### config.mk
export PLATFORM = sky130hd
export DESIGN_NAME = midi_event_sequencer_flat
export DESIGN_NICKNAME = d
export VERILOG_FILES = /design/src/rtl/midi_event_sequencer_if.sv /design/src/rtl/midi_event_sequencer.sv /design/src/flat_wrapper.sv
export SDC_FILE = /design/constraint.sdc
export NUM_CORES = 1
export LEC_CHECK = 0
export ABC_CLOCK_PERIOD_IN_PS = 1980
export BUFFER_PORTS_ARGS = -buffer_cell sky130_fd_sc_hd__buf_2
export CELL_PAD_IN_SITES_DETAIL_PLACEMENT = 1
export CELL_PAD_IN_SITES_GLOBAL_PLACEMENT = 1
export CORE_MARGIN = 10
export CORE_UTILIZATION = 40
export DETAILED_ROUTE_END_ITERATION = 8
export GPL_TIMING_DRIVEN = 0
export PLACE_DENSITY = 0.8
export SLEW_MARGIN = 10
export SYNTH_ARGS = -nofsm -noshare
export SYNTH_HDL_FRONTEND = slang
export SYNTH_SLANG_ARGS = --single-unit
### constraint.sdc
create_clock -name CLOCK_25 -period 1.98 [get_ports CLOCK_25]
set_input_delay 0.099 -clock CLOCK_25 [delete_from_list [all_inputs] [get_ports CLOCK_25]]
set_output_delay 0.099 -clock CLOCK_25 [all_outputs]
set_load 0.02 [all_outputs]
### src/rtl/midi_event_sequencer_if.sv
// midi_event_sequencer_if: event stream from the sequencer FIFO head to the synth consumer
interface midi_event_sequencer_if;
  logic       ev_valid;
  logic       ev_ready;
  logic [2:0] ev_type;
  logic [3:0] ev_chan;
  logic [6:0] ev_d1;
  logic [6:0] ev_d2;
  modport master (output ev_valid, ev_type, ev_chan, ev_d1, ev_d2, input ev_ready);
  modport slave  (input ev_valid, ev_type, ev_chan, ev_d1, ev_d2, output ev_ready);
endinterface

### src/rtl/midi_event_sequencer.sv
// midi_event_sequencer: resync MIDI bytes, parse with running status, filter by channel, queue events
module midi_event_sequencer #(
  parameter int FIFO_DEPTH = 4,
  parameter int FIFO_AW    = 2
) (
  input  logic                  CLOCK_25,
  input  logic                  iRST_N,
  input  logic                  byteready_in,
  input  logic [7:0]            midibyte_in,
  input  logic [3:0]            channel_sel,
  input  logic                  omni,
  input  logic                  ovf_clr,
  midi_event_sequencer_if.master ev,
  output logic                  rt_pulse,
  output logic [7:0]            rt_code,
  output logic [FIFO_AW:0]      fifo_level,
  output logic                  overflow
);
  typedef enum logic [1:0] {NOSTAT, SYSEX, WAIT_D1, WAIT_D2} state_t;
  localparam logic [FIFO_AW:0] FULL = (FIFO_AW+1)'(FIFO_DEPTH);
  state_t             state_q;
  logic [2:0]         sync_q;
  logic [7:0]         status_q;
  logic [6:0]         d1_q;
  logic               push_q;
  logic [20:0]        push_data_q;
  logic               rt_pulse_q;
  logic [7:0]         rt_code_q;
  logic [20:0]        mem_q [FIFO_DEPTH];
  logic [FIFO_AW-1:0] wr_q, rd_q;
  logic [FIFO_AW:0]   level_q;
  logic               overflow_q;
  logic               byte_stb, one_byte, emit, chan_ok, pop, full, push_ok, drop;
  logic [6:0]         emit_d1, emit_d2;
  logic [2:0]         emit_type;
  logic [20:0]        head;
  // Byte strobe, message completion and event fields for the byte currently strobed
  always_comb begin
    byte_stb  = sync_q[1] & ~sync_q[2];
    one_byte  = status_q[6:5] == 2'b10;
    emit      = byte_stb & ~midibyte_in[7] & ((state_q == WAIT_D1 & one_byte) | state_q == WAIT_D2);
    emit_d1   = state_q == WAIT_D2 ? d1_q : midibyte_in[6:0];
    emit_d2   = state_q == WAIT_D2 ? midibyte_in[6:0] : 7'd0;
    emit_type = (status_q[6:4] == 3'd1 && emit_d2 == 7'd0) ? 3'd0 : status_q[6:4];
    chan_ok   = omni | (status_q[3:0] == channel_sel);
    full      = level_q == FULL;
    pop       = (level_q != '0) & ev.ev_ready;
    push_ok   = push_q & (~full | pop);
    drop      = push_q & full & ~pop;
    head      = level_q != '0 ? mem_q[rd_q] : '0;
  end
  // Synchroniser, parser FSM and registered push / real-time strobes
  always_ff @(posedge CLOCK_25 or negedge iRST_N) begin
    if (!iRST_N) begin
      sync_q      <= '0;
      state_q     <= NOSTAT;
      status_q    <= '0;
      d1_q        <= '0;
      push_q      <= 1'b0;
      push_data_q <= '0;
      rt_pulse_q  <= 1'b0;
      rt_code_q   <= '0;
    end else begin
      sync_q     <= {sync_q[1:0], byteready_in};
      rt_pulse_q <= 1'b0;
      push_q     <= 1'b0;
      if (byte_stb) begin
        if (midibyte_in >= 8'hF8) begin
          rt_code_q  <= midibyte_in;
          rt_pulse_q <= 1'b1;
        end else if (midibyte_in >= 8'hF0) begin
          status_q <= '0;
          state_q  <= midibyte_in == 8'hF0 ? SYSEX : NOSTAT;
        end else if (midibyte_in[7]) begin
          status_q <= midibyte_in;
          state_q  <= WAIT_D1;
        end else if (state_q == WAIT_D1) begin
          d1_q    <= midibyte_in[6:0];
          state_q <= one_byte ? WAIT_D1 : WAIT_D2;
        end else if (state_q == WAIT_D2) begin
          state_q <= WAIT_D1;
        end
        push_q      <= emit & chan_ok;
        push_data_q <= {emit_type, status_q[3:0], emit_d1, emit_d2};
      end
    end
  end
  // FIFO pointers, occupancy and sticky overflow
  always_ff @(posedge CLOCK_25 or negedge iRST_N) begin
    if (!iRST_N) begin
      wr_q       <= '0;
      rd_q       <= '0;
      level_q    <= '0;
      overflow_q <= 1'b0;
    end else begin
      wr_q       <= push_ok ? wr_q + 1'b1 : wr_q;
      rd_q       <= pop ? rd_q + 1'b1 : rd_q;
      level_q    <= (push_ok & ~pop) ? level_q + 1'b1 : (pop & ~push_ok) ? level_q - 1'b1 : level_q;
      overflow_q <= drop ? 1'b1 : ovf_clr ? 1'b0 : overflow_q;
    end
  end
  // Event storage; contents are only visible through the valid-masked head
  always_ff @(posedge CLOCK_25) begin
    if (push_ok) mem_q[wr_q] <= push_data_q;
  end
  assign ev.ev_valid = level_q != '0;
  assign {ev.ev_type, ev.ev_chan, ev.ev_d1, ev.ev_d2} = head;
  assign rt_pulse   = rt_pulse_q;
  assign rt_code    = rt_code_q;
  assign fifo_level = level_q;
  assign overflow   = overflow_q;
endmodule
### src/flat_wrapper.sv
// flat-port wrapper written by rule: the top's interface ports become plain ports
module midi_event_sequencer_flat 
#(
  parameter int FIFO_DEPTH = 4,
  parameter int FIFO_AW    = 2
)
  (CLOCK_25, iRST_N, byteready_in, midibyte_in, channel_sel, omni, ovf_clr, rt_pulse, rt_code, fifo_level, overflow, ev_ev_valid, ev_ev_type, ev_ev_chan, ev_ev_d1, ev_ev_d2, ev_ev_ready);
  midi_event_sequencer_if ev_i ();
  input  logic CLOCK_25;
  input  logic iRST_N;
  input  logic byteready_in;
  input  logic [7:0] midibyte_in;
  input  logic [3:0] channel_sel;
  input  logic omni;
  input  logic ovf_clr;
  output logic rt_pulse;
  output logic [7:0] rt_code;
  output logic [FIFO_AW:0] fifo_level;
  output logic overflow;
  output wire logic [$bits(ev_i.ev_valid)-1:0] ev_ev_valid;
  output wire logic [$bits(ev_i.ev_type)-1:0] ev_ev_type;
  output wire logic [$bits(ev_i.ev_chan)-1:0] ev_ev_chan;
  output wire logic [$bits(ev_i.ev_d1)-1:0] ev_ev_d1;
  output wire logic [$bits(ev_i.ev_d2)-1:0] ev_ev_d2;
  input wire logic [$bits(ev_i.ev_ready)-1:0] ev_ev_ready;
  assign ev_ev_valid = ev_i.ev_valid;
  assign ev_ev_type = ev_i.ev_type;
  assign ev_ev_chan = ev_i.ev_chan;
  assign ev_ev_d1 = ev_i.ev_d1;
  assign ev_ev_d2 = ev_i.ev_d2;
  assign ev_i.ev_ready = ev_ev_ready;
  midi_event_sequencer #(.FIFO_DEPTH(FIFO_DEPTH), .FIFO_AW(FIFO_AW)) u_core (.CLOCK_25(CLOCK_25), .iRST_N(iRST_N), .byteready_in(byteready_in), .midibyte_in(midibyte_in), .channel_sel(channel_sel), .omni(omni), .ovf_clr(ovf_clr), .ev(ev_i), .rt_pulse(rt_pulse), .rt_code(rt_code), .fifo_level(fifo_level), .overflow(overflow));
endmodule
# Word-level counts from Yosys, hierarchy flattened
# Memories as Yosys holds them, arrays and structs flattened.
# Index checks and enable logic that the tools add are counted.
[totals]
n_memories = 1
ramBits = 84
regBits = 58
elab_cells = 79
[op_classes]
muxes = 21
n_reduce_logical = 11
magnitude_cmp = 2
n_bitwise = 21
n_eq_ne = 7
n_addsub = 4
[mem_list]
columns = ["memory", "words", "width", "read_ports", "rd_ports_with_merged_regs", "wr", "line_no", "text"]
rows = [
  ["u_core.mem_q", 4, 21, 1, 0, 1, "midi_event_sequencer.sv:29", "logic [20:0] mem_q [FIFO_DEPTH];"],
]
[ops]
columns = ["cell", "n"]
rows = [
  ["$mux 7", 4],
  ["$mux 21", 1],
  ["$ge 8x8->1 const B", 2],
  ["$and 1x1->1", 11],
  ["$mux 1", 9],
  ["$mux 3", 3],
  ["$eq 8x8->1 const B", 1],
  ["$mux 2", 4],
  ["$logic_not 7->1", 1],
  ["$not 1->1", 7],
  ["$eq 2x2->1 const B", 3],
  ["$reduce_and 3->1", 2],
  ["$reduce_bool 2->1", 3],
  ["$reduce_and 5->1", 1],
  ["$add 2x1->2 const B", 2],
  ["$eq 4x4->1", 1],
  ["$reduce_bool 4->1", 1],
  ["$add 3x1->3 const B", 1],
  ["$eq 3x1->1 const B", 1],
  ["$eq 3x3->1 const B", 1],
  ["$or 1x1->1", 3],
  ["$reduce_bool 3->1", 1],
  ["$sub 3x1->3 const B", 1],
  ["$reduce_and 2->1", 1],
  ["$logic_and 1x1->1", 1],
]

# Logic depth before layout (Yosys ltp)
# Gate-level depths: netlist of the first run.
[logic_depth]
ltp_word = 8
ltp_mapped = 9

# Least setup slack after synthesis of the first run
# Ideal clock, no wire load.
[synth_timing]
path_kind = "register to register"
start = "register u_core.level_q[0] (netlist: u_core.fifo_level[0])"
end = "register u_core.level_q[1] (netlist: u_core.fifo_level[1])"
t_required_ps = 1855
t_arrival_ps = 2001
n_path_buf = 1
path_slack_ps = -146
path_stages_with_launch = 8
cell_sequence = "dfrtp_1 > nor4b_1 > nor2b_1 > buf_2 > ha_1 > inv_1 > fa_1 > mux2_2"
[synth_via]
elab_chain_len = 7
[synth_lines]
columns = ["element", "line_no", "text"]
rows = [
  ["start: declaration", "midi_event_sequencer.sv:31", "logic [FIFO_AW:0] level_q;"],
  ["start signal: assignment", "midi_event_sequencer.sv:98", "level_q <= (push_ok & ~pop) ? level_q + 1'b1 : (pop & ~push_ok) ? level_q - 1'b1 : level_q;"],
  ["$reduce_bool 3->1 or $eq 3x3->1 (tied branches)", "midi_event_sequencer.sv:47, midi_event_sequencer.sv:46", ""],
  ["$and 1x1->1 or $not 1->1 (tied branches)", "midi_event_sequencer.sv:47, midi_event_sequencer.sv:48", ""],
  ["$or 1x1->1 *", "midi_event_sequencer.sv:48", "push_ok = push_q & (~full | pop);"],
  ["$and 1x1->1 *", "midi_event_sequencer.sv:48", ""],
  ["net u_core.push_ok", "midi_event_sequencer.sv:33", "logic byte_stb, one_byte, emit, chan_ok, pop, full, push_ok, drop;"],
  ["$not 1->1", "midi_event_sequencer.sv:98", ""],
  ["$and 1x1->1", "midi_event_sequencer.sv:98", ""],
  ["$reduce_bool 2->1 (no source line)", "n/a", ""],
]
# Mark *: on every way through the listed nets, which the timed path passes. The rest lies on a longest branch. The select of a mux whose other input is x is not followed.
# A chain may end at the register's enable or synchronous reset.

# Worst setup path in the final report of the first run
[layout_timing]
start = "register u_core.rd_q[0]"
end = "output port ev_ev_d2[0]"
[layout_via]
elab_chain_len = 2
[layout_lines]
columns = ["element", "line_no", "text"]
rows = [
  ["start: declaration", "midi_event_sequencer.sv:30", "logic [FIFO_AW-1:0] wr_q, rd_q;"],
  ["start signal: assignment", "midi_event_sequencer.sv:97", "rd_q <= pop ? rd_q + 1'b1 : rd_q;"],
  ["$mem_v2 4x21", "n/a", ""],
  ["$mux 21", "midi_event_sequencer.sv:50", "head = level_q != '0 ? mem_q[rd_q] : '0;"],
  ["end: declaration", "flat_wrapper.sv:24", "output wire logic [$bits(ev_i.ev_d2)-1:0] ev_ev_d2;"],
]
# Every way passes these cells.

==> results.ini, run 1 <==
[logic_synthesis]
async_flop_share_pct = 40.8
syn_area_per_cell_um2 = 17.3
syn-num-nets = 353
syn_area_um2 = 5700
synth_edf_count = 84
yosysWarnings = 0
ys_ff_latch = 142
synth_common_cells = 84 x edfxtp_1, 58 x dfrtp_1, 25 x and2_1, 25 x nand2_1, 21 x mux4_1
synthFlopType = edfxtp_1
ys_types = 42
yosysMostFrequentCell = edfxtp_1
yosysTopAreaCellShare_pct = 44.2
synthTopCellsByArea = edfxtp_1 44%, dfrtp_1 25%, mux4_1 9.7%
synth_area_leader_cell = edfxtp_1
ys_seq_area_share_pct = 69.7
synthCells = 329

[clock_network]
clk_latency_ns = 0.42
clkTransAtPathRegs_ns = 0.06
cts_tree = done
cts-root-buf = clkbuf_16
cts_buffers = 17
clockBufferDepth = 2
h-tree-depth = 4
cts.sinks = 142

[worst_setup_path]
slowest_delay_ns = 0.50
regToRegEndpoint = u_core.fifo_level[2]$_DFFE_PN0P_
reg2reg_depth = 8
path_cells = buf_6 > buf_4 > buf_6 > mux4_2 > and2_4 > buf_4
slowest_stage = mux4_2
rrSetupSlack_ns = -0.03
crit_start = u_core.rd_q[0]$_DFFE_PN0N_
arrival_ns = 1.97
crit_fanout = 5
crit_type = reg -> out
reg2reg_from = u_core.fifo_level[1]$_DFFE_PN0P_
crit_path_start_kind = flip-flop
cp.required_ns = 1.88
cp-end-kind = primary output

[grt]
antenna_found_initial = 0
grt_max_degree = 59
grt_pass1_vias = 3635
grt_pass1_wl_mm = 21.1
grt_usage_pct = 14.2
gr-total-overflow = 0

[sta]
layout_setup_ws_ns = -0.0921
slew_headroom_pct = 49.4
tightest_slew_ns = 0.759
slew_viol_final = 0
clock_skew_ns = 0.0111
fmax_mhz = 483
rsz0062_at_grt = yes
layout_min_cycle_time_ns = 2.07
finalSetupViolCount = 16
hold_viol = 0
fin_crit_sh_pct = 105

[floorplan]
core_region_area_um2 = 13900
die_w_um = 139
die_y_um = 139
ioPinCount = 53
initial_utilization_pct = 40.9
num_rows = 43
die_area_um2 = 19400

[detailed_routing]
drt_iter0_markers = 299
vias_per_cell = 5.21
drt-wirelength-per-cell_um = 22.1
first_pass_iters = 4
post-route-drc-count = 0
routed_wl_mm = 13.5
vias = 3172
ant_nets = 0

[power]
power.density_nw_per_um2 = 1520
p_int_mw = 7.76
ir_worst_vdd_mv = 0.614
p_sw_share_pct = 28.7
p_leak_nw = 2.87
design_power_total_mw = 10.9
clockPowerShare_pct = 31.6
pwr-share-comb_pct = 33.0
seq_power_share_pct = 35.3
switchingPower_mw = 3.13

[place]
io_buffers = 51
dpl_worst_slack_ns = -0.285
placedCellCount = 560
placed_area_um2 = 6220
globalplace.congestion = 0.752
dp_hpwl_mm = 8.23

[hold_path]
hold_path_class = in -> reg
min_from = midibyte_in[5]
hold_end = u_core.status_q[5]$_DFFE_PN0P_
holdPathStages = 2

[layout]
instances_no_fill = 609
utilization_pct = 51.5
diodes = 0
syn2layout_area_growth_pct = 26.0
fill_cells = 1309
fin_area_um2 = 7180
drive_gt1_share_pct = 42.0
fin_nets = 440

[flow_run]
cap_violations = 0

[status]
violations = negative setup slack
status = finished, violations left

-- how the worst max path moves through the flow --
stage | endpoint | slack, ns | cells after the start
after floorplan | u_core.fifo_level[2]$_DFFE_PN0P_ | -0.003 | 8
final | ev_ev_d2[0] | -0.09 | 6
after global placement | u_core.mem_q[2][10]$_DFFE_PP_ | -0.21 | 4
after detailed placement | u_core.mem_q[1][10]$_DFFE_PP_ | -0.29 | 4
after CTS | ev_ev_d1[2] | -0.09 | 5
after global routing | ev_ev_d2[0] | -0.16 | 6
-- logic make-up after synthesis --
family | after synthesis | share of synthesized area, %
flip-flops | 142 | 69.7
AND/OR/NAND/NOR | 73 | 7.11
multiplexers | 41 | 13.5
AO/OA/AOI/OAI | 37 | 4.63
buffers and inverters | 20 | 2.13
XOR/XNOR | 10 | 1.54
adder cells (fa/ha/maj) | 6 | 1.45
-- through the flow --
step / hold WS (ns) / TNS (ns)
after floorplan: -0.197 / -0.00314
after global placement: 0.207 / -17.17
after detailed placement: 0.208 / -23.09
after CTS: 0.00329 / -1.01
after global routing: 0.0146 / -1.92
final: 0.0243 / -0.683
-- cells in the final DEF (no fill, tap or decap), types with 2 or more instances in the layout --
cell type	Yosys	layout
mux4_2	0	21
dlygate4sd3_1	0	3
clkbuf_2	1	2
a22o_1	13	13
inv_6	0	2
nand2b_1	7	7
a21oi_1	3	3
a211oi_1	2	2
nor4_1	2	2
dfrtp_2	0	3
buf_4	0	12
buf_2	4	33
clkbuf_16	0	18
xnor2_1	8	8
o21ai_0	12	12
nand2_1	25	24
ha_1	5	4
xor2_1	2	2
bufinv_16	0	5
clkinvlp_4	0	2
buf_6	1	24
edfxtp_1	84	84
and2_4	0	21
dfrtp_1	58	55
clkinv_2	0	3
clkbuf_1	4	3
mux2i_1	7	7
nor2_1	3	3
and2_2	0	4
mux2_2	13	13
buf_12	2	2
clkinv_4	0	2
inv_1	6	5
-- metal layers --
| metal | track usage, % | routed length, µm | up-vias |
|---|---|---|---|
| met5 | 0 | 0 | - |
| met4 | 5.44 | 167 | 0 |
| met3 | 4.49 | 705 | 12 |
| met2 | 24.0 | 6950 | 97 |
| met1 | 16.3 | 5640 | 1654 |
| li1 | - | - | 1409 |
-- cell type report --
cell class | instances | area, µm² | area share, %
well taps | 180 | 225 | 3.14
flip-flops and latches | 142 | 3980 | 55.4
clock inverters | 14 | 215 | 3.00
multi-input cells | 167 | 1640 | 22.8
clock buffers | 18 | 429 | 5.97
inverters | 6 | 22.5 | 0.314
plain buffers | 12 | 80.1 | 1.11
repair buffers | 70 | 597 | 8.31
-- flip-flops by register name, indices dropped and copies added (netlist names) --
register	cells
u_core.rt_code	8
u_core.push_data_q	21
u_core.status_q	7
u_core.rt_pulse	1
u_core.d1_q	7
u_core.mem_q	84
u_core.state_q	2
u_core.rd_q	2
u_core.fifo_level	3
u_core.overflow	1
u_core.wr_q	2
u_core.sync_q	3
u_core.push_q	1
-- repair_timing --
item                                    4_1_cts  5_1_grt
hold endpoints to repair                     60        0
buffers inserted                             11        3
pin swaps                                    13        4
hold buffers                                  3        0
cloned                                        1        1
resized for setup                            53       48
endpoints found under the setup margin      105       23
-- power groups by stage --
stage	Combinational (mW)	Clock [mW]	Sequential (mW)
global placement	2.42	0	3.85
floorplan	1.68	0	3.86
finish	3.60	3.44	3.85
global route	3.84	3.66	3.90
CTS	3.18	3.49	3.84
detailed placement	2.50	0	3.91
-- worst max-delay path, delay by kind of cell (launching register included) --
kind | cells | cell delay [ns]
DFF | 1 | 0.36
buffers and inverters | 4 | 0.52
and+or+nand+nor | 1 | 0.17
muxes | 1 | 0.50
Note: power is estimated with default switching activity, not from simulation.
==> run 2, diff against run 1 <==
--- a/config.mk
+++ b/config.mk
@@ -8,12 +8,13 @@
 export ABC_CLOCK_PERIOD_IN_PS = 1980
 export BUFFER_PORTS_ARGS = -buffer_cell sky130_fd_sc_hd__buf_2
 export CELL_PAD_IN_SITES_DETAIL_PLACEMENT = 1
-export CELL_PAD_IN_SITES_GLOBAL_PLACEMENT = 1
+export CELL_PAD_IN_SITES_GLOBAL_PLACEMENT = 2
 export CORE_MARGIN = 10
 export CORE_UTILIZATION = 40
+export CTS_BUF_LIST = sky130_fd_sc_hd__clkbuf_8
 export DETAILED_ROUTE_END_ITERATION = 8
 export GPL_TIMING_DRIVEN = 0
-export PLACE_DENSITY = 0.8
+export PLACE_DENSITY = 0.88
 export SLEW_MARGIN = 10
 export SYNTH_ARGS = -nofsm -noshare
 export SYNTH_HDL_FRONTEND = slang
==> run 2 against run 1 <==
  * The run still ends with negative setup slack left
  * Combinational power shrank 7.5%
  * Register-to-register slack is essentially flat
  * Design area shrank 3.6%
  * Sequential share of layout area grew 2.0 points
  * Count of clock-buffer cells in the layout grew 1
  * Maximum frequency grew 2.7%
  * Critical path type is now reg -> reg
==> results.ini, run 2 (synthesis results as in run 1) <==
[grt]
antenna_found_initial = 0  ; unchanged
grt_usage_pct = 12.3  ; -1.8 points
grt_pass1_wl_mm = 18.7  ; -11%
gr-total-overflow = 0  ; unchanged
grt_pass1_vias = 3339  ; -8.1%
grt_max_degree = 59  ; unchanged

[worst_setup_path]
path_cells = or3_4 > nand2_4 > ha_4 > inv_2 > fa_2 > xor2_1 > nor2_1 > xor2_1
worst_path_most_repeated_cell = xor2_1
cp.required_ns = 2.34  ; +0.46 ns
crit_fanout = 6  ; +1
slowest_stage = or3_4
cp-end-kind = flip-flop
crit_start = u_core.fifo_level[0]$_DFFE_PN0P_
reg2reg_from = u_core.fifo_level[0]$_DFFE_PN0P_
crit_type = reg -> reg
slowest_delay_ns = 0.45  ; -0.05 ns
crit_path_start_kind = flip-flop
arrival_ns = 2.38  ; +0.41 ns

[detailed_routing]
post-route-drc-count = 0  ; unchanged
routed_wl_mm = 12.0  ; -11%
first_pass_iters = 5  ; +1
vias = 3098  ; -2.3%
vias_per_cell = 5.06  ; -2.8%
drt-wirelength-per-cell_um = 19.5  ; -12%
ant_nets = 0  ; unchanged
drt_iter0_markers = 242  ; -19%

[layout]
fin_nets = 443  ; +0.68%
syn2layout_area_growth_pct = 21.5
top_register = u_core.mem_q
diodes = 0  ; unchanged
final_cell_mix = 84 x edfxtp_1, 55 x dfrtp_1, 36 x buf_2, 24 x nand2_1, 20 x clkbuf_8
largest_reg_flops = 84  ; unchanged
fill_cells = 1352  ; +3.3%
fin_area_um2 = 6930  ; -3.6%
instances_no_fill = 612  ; +0.49%
drive_gt1_share_pct = 39.4  ; -2.6 points
final_common_cell = edfxtp_1

[clock_network]
clockBufferDepth = 2  ; unchanged
cts-root-buf = clkbuf_8
cts_buffers = 17  ; unchanged
h-tree-depth = 4  ; unchanged
cts_tree = done
clk_latency_ns = 0.44  ; +0.02 ns
clkTransAtPathRegs_ns = 0.08  ; +0.02 ns
cts.sinks = 142  ; unchanged

[sta]
slew_viol_final = 0  ; unchanged
clock_skew_ns = 0.0105  ; -0.000560 ns
slew_headroom_pct = 49.8  ; +0.39 points
tightest_slew_ns = 0.754  ; -0.00586 ns
rsz0062_at_grt = yes
finalSetupViolCount = 10  ; -6
fin_crit_sh_pct = 102  ; -2.7 points
hold_viol = 0  ; unchanged
layout_min_cycle_time_ns = 2.02  ; -0.0536 ns
layout_setup_ws_ns = -0.0386  ; +0.0536 ns
fmax_mhz = 495  ; +2.7%

[place]
placed_area_um2 = 6220  ; unchanged
dpl_worst_slack_ns = -0.273  ; +0.0120 ns
placedCellCount = 560  ; unchanged
dp_hpwl_mm = 7.80  ; -5.3%
globalplace.congestion = 0.749  ; -0.40%
io_buffers = 51  ; unchanged

[floorplan]
die_y_um = 139  ; unchanged
num_rows = 43  ; unchanged
die_area_um2 = 19400  ; unchanged
core_region_area_um2 = 13900  ; unchanged
die_w_um = 139  ; unchanged
initial_utilization_pct = 40.9  ; unchanged
ioPinCount = 53  ; unchanged

[flow_run]
cap_violations = 0  ; unchanged

[power]
ir_worst_vdd_mv = 0.545  ; -11%
p_leak_nw = 2.75  ; -4.1%
power.density_nw_per_um2 = 1350  ; -11%

[status]
violations = negative setup slack
status = finished, violations left

[hold_path]
hold_path_class = in -> reg
min_from = midibyte_in[7]

run 2: worst paths after layout:
path	end	slack, ns	cells past startpoint
max	u_core.fifo_level[2]$_DFFE_PN0P_	-0.04	8
min	u_core.state_q[1]$_DFFE_PN0P_	0.04	3
max reg2reg	u_core.fifo_level[2]$_DFFE_PN0P_	-0.04	8
min reg2reg	u_core.sync_q[1]$_DFF_PN0_	0.36	0
max in group asynchronous	u_core.fifo_level[1]$_DFFE_PN0P_	1.18	2
min in group asynchronous	u_core.sync_q[0]$_DFF_PN0_	0.27	2
run 2: final cells by class:
type                    count  area [µm²]  area share (%)
multi-input cells         167        1640            23.7
clock buffers              19         262            3.77
flip-flops and latches    142        3980            57.4
clock inverters            13         121            1.75
plain buffers              12        86.3            1.25
inverters                   6        22.5           0.325
repair buffers             73         593            8.56
well taps                 180         225            3.25
run 2: metal layers:
metal  share of wire [%]  vias up  global-route usage, %
li1                    -     1423                      -
met1                  43     1588                   14.7
met2                  51       76                   20.1
met3                 5.3       11                   4.05
met4                0.85        0                   5.05
met5                   0        -                      0
run 2: through the flow:
step                      util [%]  setup TNS (ns)  hold WS [ns]  total power [mW]
final                         49.7          -0.188        0.0375              9.34
after global routing          49.7           -1.60       0.00297              9.83
after CTS                     49.0           -1.28       0.00332              9.15
after detailed placement      44.6          -20.50         0.214              6.37
after global placement        44.6          -16.74         0.209              6.26
after floorplan                  -        -0.00314        -0.197              5.54
run 2: worst max-delay path: cells and delay by family, from the launching register on:
family	cells	cell delay, ns
adder cells (fa/ha/maj)	2	0.50
AND/OR/NAND/NOR	3	0.67
buffers and inverters	1	0.04
flip-flops	1	0.44
XOR/XNOR	2	0.30
run 2: power breakdown:
part / internal, mW / total (mW) / switching, mW / leakage, nW
clock: 1.16 / 2.19 / 1.03 / 0.186
sequential: 3.53 / 3.82 / 0.283 / 1.49
combinational: 1.83 / 3.33 / 1.51 / 1.08
total: 6.52 / 9.34 / 2.82 / 2.75
run 2: what timing repair did:
item	4_1_cts	5_1_grt
gates cloned	1	1
buffers inserted	9	4
hold endpoints to repair	69	0
gates resized for setup	51	38
endpoints found under the setup margin	105	33
pin swaps	11	10
hold buffers	8	0
==> run 3, diff against run 2 <==
==> constraint.sdc (replaced) <==
create_clock -name CLOCK_25 -period 1.98 [get_ports CLOCK_25]
set_input_delay 0.297 -clock CLOCK_25 [delete_from_list [all_inputs] [get_ports CLOCK_25]]
set_output_delay 0.297 -clock CLOCK_25 [all_outputs]
set_load 0.02 [all_outputs]
==> run 3 against run 2 <==
  * The flow still finishes with violations (negative setup slack)
  * Clock power barely moved
  * Sequential cell count unchanged
  * Combinational power increased by 13%
  * Critical path depth down 2
  * Register-to-register slack worse by 0.05 ns
  * Critical path type is now reg -> out
  * Largest cell class unchanged
  * Highest routed layer unchanged
==> results.ini, run 3 (synthesis results as in run 1) <==
[grt]
grt_max_degree = 59  ; unchanged
grt_usage_pct = 12.7  ; +0.31 points
grt.busiest_layer = met2
grt_pass1_wl_mm = 19.2  ; +2.7%
met3_usage_pct = 4.12  ; +0.068 points
met1_usage_pct = 15.2  ; +0.50 points
antenna_found_initial = 0  ; unchanged
use_met2_pct = 20.6  ; +0.50 points
gr-total-overflow = 0  ; unchanged
grt_pass1_vias = 3429  ; +2.7%

[detailed_routing]
first_pass_iters = 4  ; -1
vias = 3103  ; +0.16%
drt-wirelength-per-cell_um = 19.8  ; +1.3%
drt_iter0_markers = 253  ; +4.5%
ant_nets = 0  ; unchanged
post-route-drc-count = 0  ; unchanged
routed_wl_mm = 12.1  ; +1.5%
vias_per_cell = 5.06  ; about the same

[worst_setup_path]
crit_family = multiplexers
reg2reg_depth = 7  ; -1
crit_type = reg -> out
arrival_ns = 1.98  ; -0.40 ns
path_cells = buf_6 > buf_12 > buf_16 > mux4_2 > and2_4 > buf_6
crit_fanout = 5  ; -1
cp-end-kind = primary output
cp.required_ns = 1.68  ; -0.66 ns
crit_buf_inv = 4  ; +3
cp.depth = 6  ; -2
worst_path_most_repeated_cell = buf_6
crit_path_start_kind = flip-flop
slowest_delay_ns = 0.53  ; +0.08 ns
slowest_stage = mux4_2

[status]
violations = negative setup slack
status = finished, violations left

[sta]
hold_viol = 0  ; unchanged
fmax_mhz = 440  ; -11%
tightest_slew_ns = 0.771  ; +0.0176 ns
slew_viol_final = 0  ; unchanged
fin_crit_sh_pct = 115  ; +13 points
holdWs_ns = 0.0570  ; +0.0195 ns
finalSetupViolCount = 23  ; +13
layout_min_cycle_time_ns = 2.27  ; +0.255 ns
rsz0062_at_grt = yes
layout_setup_ws_ns = -0.293  ; -0.255 ns
slew_headroom_pct = 48.6  ; -1.2 points
clock_skew_ns = 0.0111  ; +0.000593 ns

[clock_network]
clockBufferDepth = 2  ; unchanged
cts_tree = done
cts.sinks = 142  ; unchanged
clk_latency_ns = 0.43  ; about the same
h-tree-depth = 4  ; unchanged
clkTransAtPathRegs_ns = 0.08  ; about the same
cts_buffers = 17  ; unchanged
cts-root-buf = clkbuf_8

[layout]
top_register = u_core.mem_q
fill_cells = 1362  ; +0.74%
diodes = 0  ; unchanged
multi_input_comb_area_um2 = 1650  ; +0.53%
final_cell_mix = 84 x edfxtp_1, 55 x dfrtp_1, 33 x buf_2, 26 x buf_6, 25 x and2_4
final_common_cell = edfxtp_1
syn2layout_area_growth_pct = 22.8
drive_gt1_share_pct = 42.0  ; +2.7 points
utilization_pct = 50.3  ; +0.55 points
largest_reg_flops = 84  ; unchanged
fin_nets = 444  ; +0.23%
layout.area.seq_um2 = 3980  ; unchanged

[floorplan]
core_region_area_um2 = 13900  ; unchanged
die_y_um = 139  ; unchanged
num_rows = 43  ; unchanged
initial_utilization_pct = 40.9  ; unchanged
die_w_um = 139  ; unchanged
die_area_um2 = 19400  ; unchanged
ioPinCount = 53  ; unchanged

[flow_run]
cap_violations = 0  ; unchanged

[place]
dp_hpwl_mm = 7.80  ; unchanged
dpl_worst_slack_ns = -0.273  ; unchanged
io_buffers = 51  ; unchanged
globalplace.congestion = 0.749  ; unchanged

[power]
p_int_mw = 6.84  ; +4.8%
p_sw_share_pct = 29.9  ; -0.31 points
clockPowerShare_pct = 22.5  ; -1.0 points
pwr-share-comb_pct = 38.6  ; +2.9 points
power.density_nw_per_um2 = 1390  ; +3.2%
ir_worst_vdd_mv = 0.545  ; about the same
seq_power_share_pct = 38.9  ; -2.0 points
p_leak_nw = 2.79  ; +1.4%
switchingPower_mw = 2.91  ; +3.3%

[hold_path]
holdPathStages = 2  ; -1
hold_path_class = in -> reg

[run 3: layer usage]
metal	up-vias	wire length [µm]
met2	82	6140
met5	-	0
met3	14	699
met1	1587	5170
met4	0	113
li1	1420	-
[run 3: power by group through the flow]
| stage | clock, mW | combinational (mW) | sequential (mW) |
|---|---|---|---|
| after global routing | 2.38 | 4.04 | 3.84 |
| after floorplan | 0 | 1.68 | 3.86 |
| final | 2.19 | 3.76 | 3.80 |
| after detailed placement | 0 | 2.48 | 3.89 |
| after CTS | 2.26 | 3.58 | 3.79 |
| after global placement | 0 | 2.42 | 3.85 |
[run 3: worst paths after layout]
path / endpoint / startpoint / slack [ns]
worst min register to register: u_core.sync_q[1]$_DFF_PN0_ / u_core.sync_q[0]$_DFF_PN0_ / 0.36
worst min-delay path: u_core.overflow$_DFFE_PN0P_ / ovf_clr / 0.06
max in group asynchronous: u_core.fifo_level[2]$_DFFE_PN0P_ / iRST_N / 0.95
worst max register to register: u_core.fifo_level[1]$_DFFE_PN0P_ / u_core.fifo_level[0]$_DFFE_PN0P_ / -0.09
min in group asynchronous: u_core.sync_q[0]$_DFF_PN0_ / iRST_N / 0.46
worst max-delay path: ev_ev_d2[5] / u_core.rd_q[0]$_DFFE_PN0N_ / -0.29
[run 3: through the flow]
step / power (mW) / cells / setup TNS (ns) / cell area [µm²]
after CTS: 9.63 / 610 / -6.00 / 6930
after global routing: 10.3 / 613 / -6.89 / 7000
final: 9.75 / 613 / -5.08 / 7000
after floorplan: 5.54 / 329 / -0.00314 / 5740
after global placement: 6.26 / 560 / -16.76 / 6220
after detailed placement: 6.37 / 560 / -20.51 / 6220
[run 3: cell type report]
cell class                      instances  area share (%)
Sequential cell                       142            56.8
Multi-Input combinational cell        167            23.5
Timing Repair Buffer                   73            9.13
Clock buffer                           19            3.73
Tap cell                              180            3.22
Clock inverter                         13            1.73
Buffer                                 13            1.54
Inverter                                6           0.322
[run 3: timing repair]
action | in CTS | in global routing
resized for setup | 90 | 19
gates cloned | 2 | 0
hold endpoints to repair | 59 | 0
pin swaps | 15 | 9
hold buffers | 2 | 0
endpoints found under the setup margin | 108 | 108
setup buffers | 15 | 3
[run 3: worst register-to-register path: cells and delay by family, from the launching register on]
family	cells	cell delay [ns]
fa+ha+maj	2	0.59
buf+inv	2	0.18
flops	1	0.42
mux	1	0.27
simple gates	2	0.48
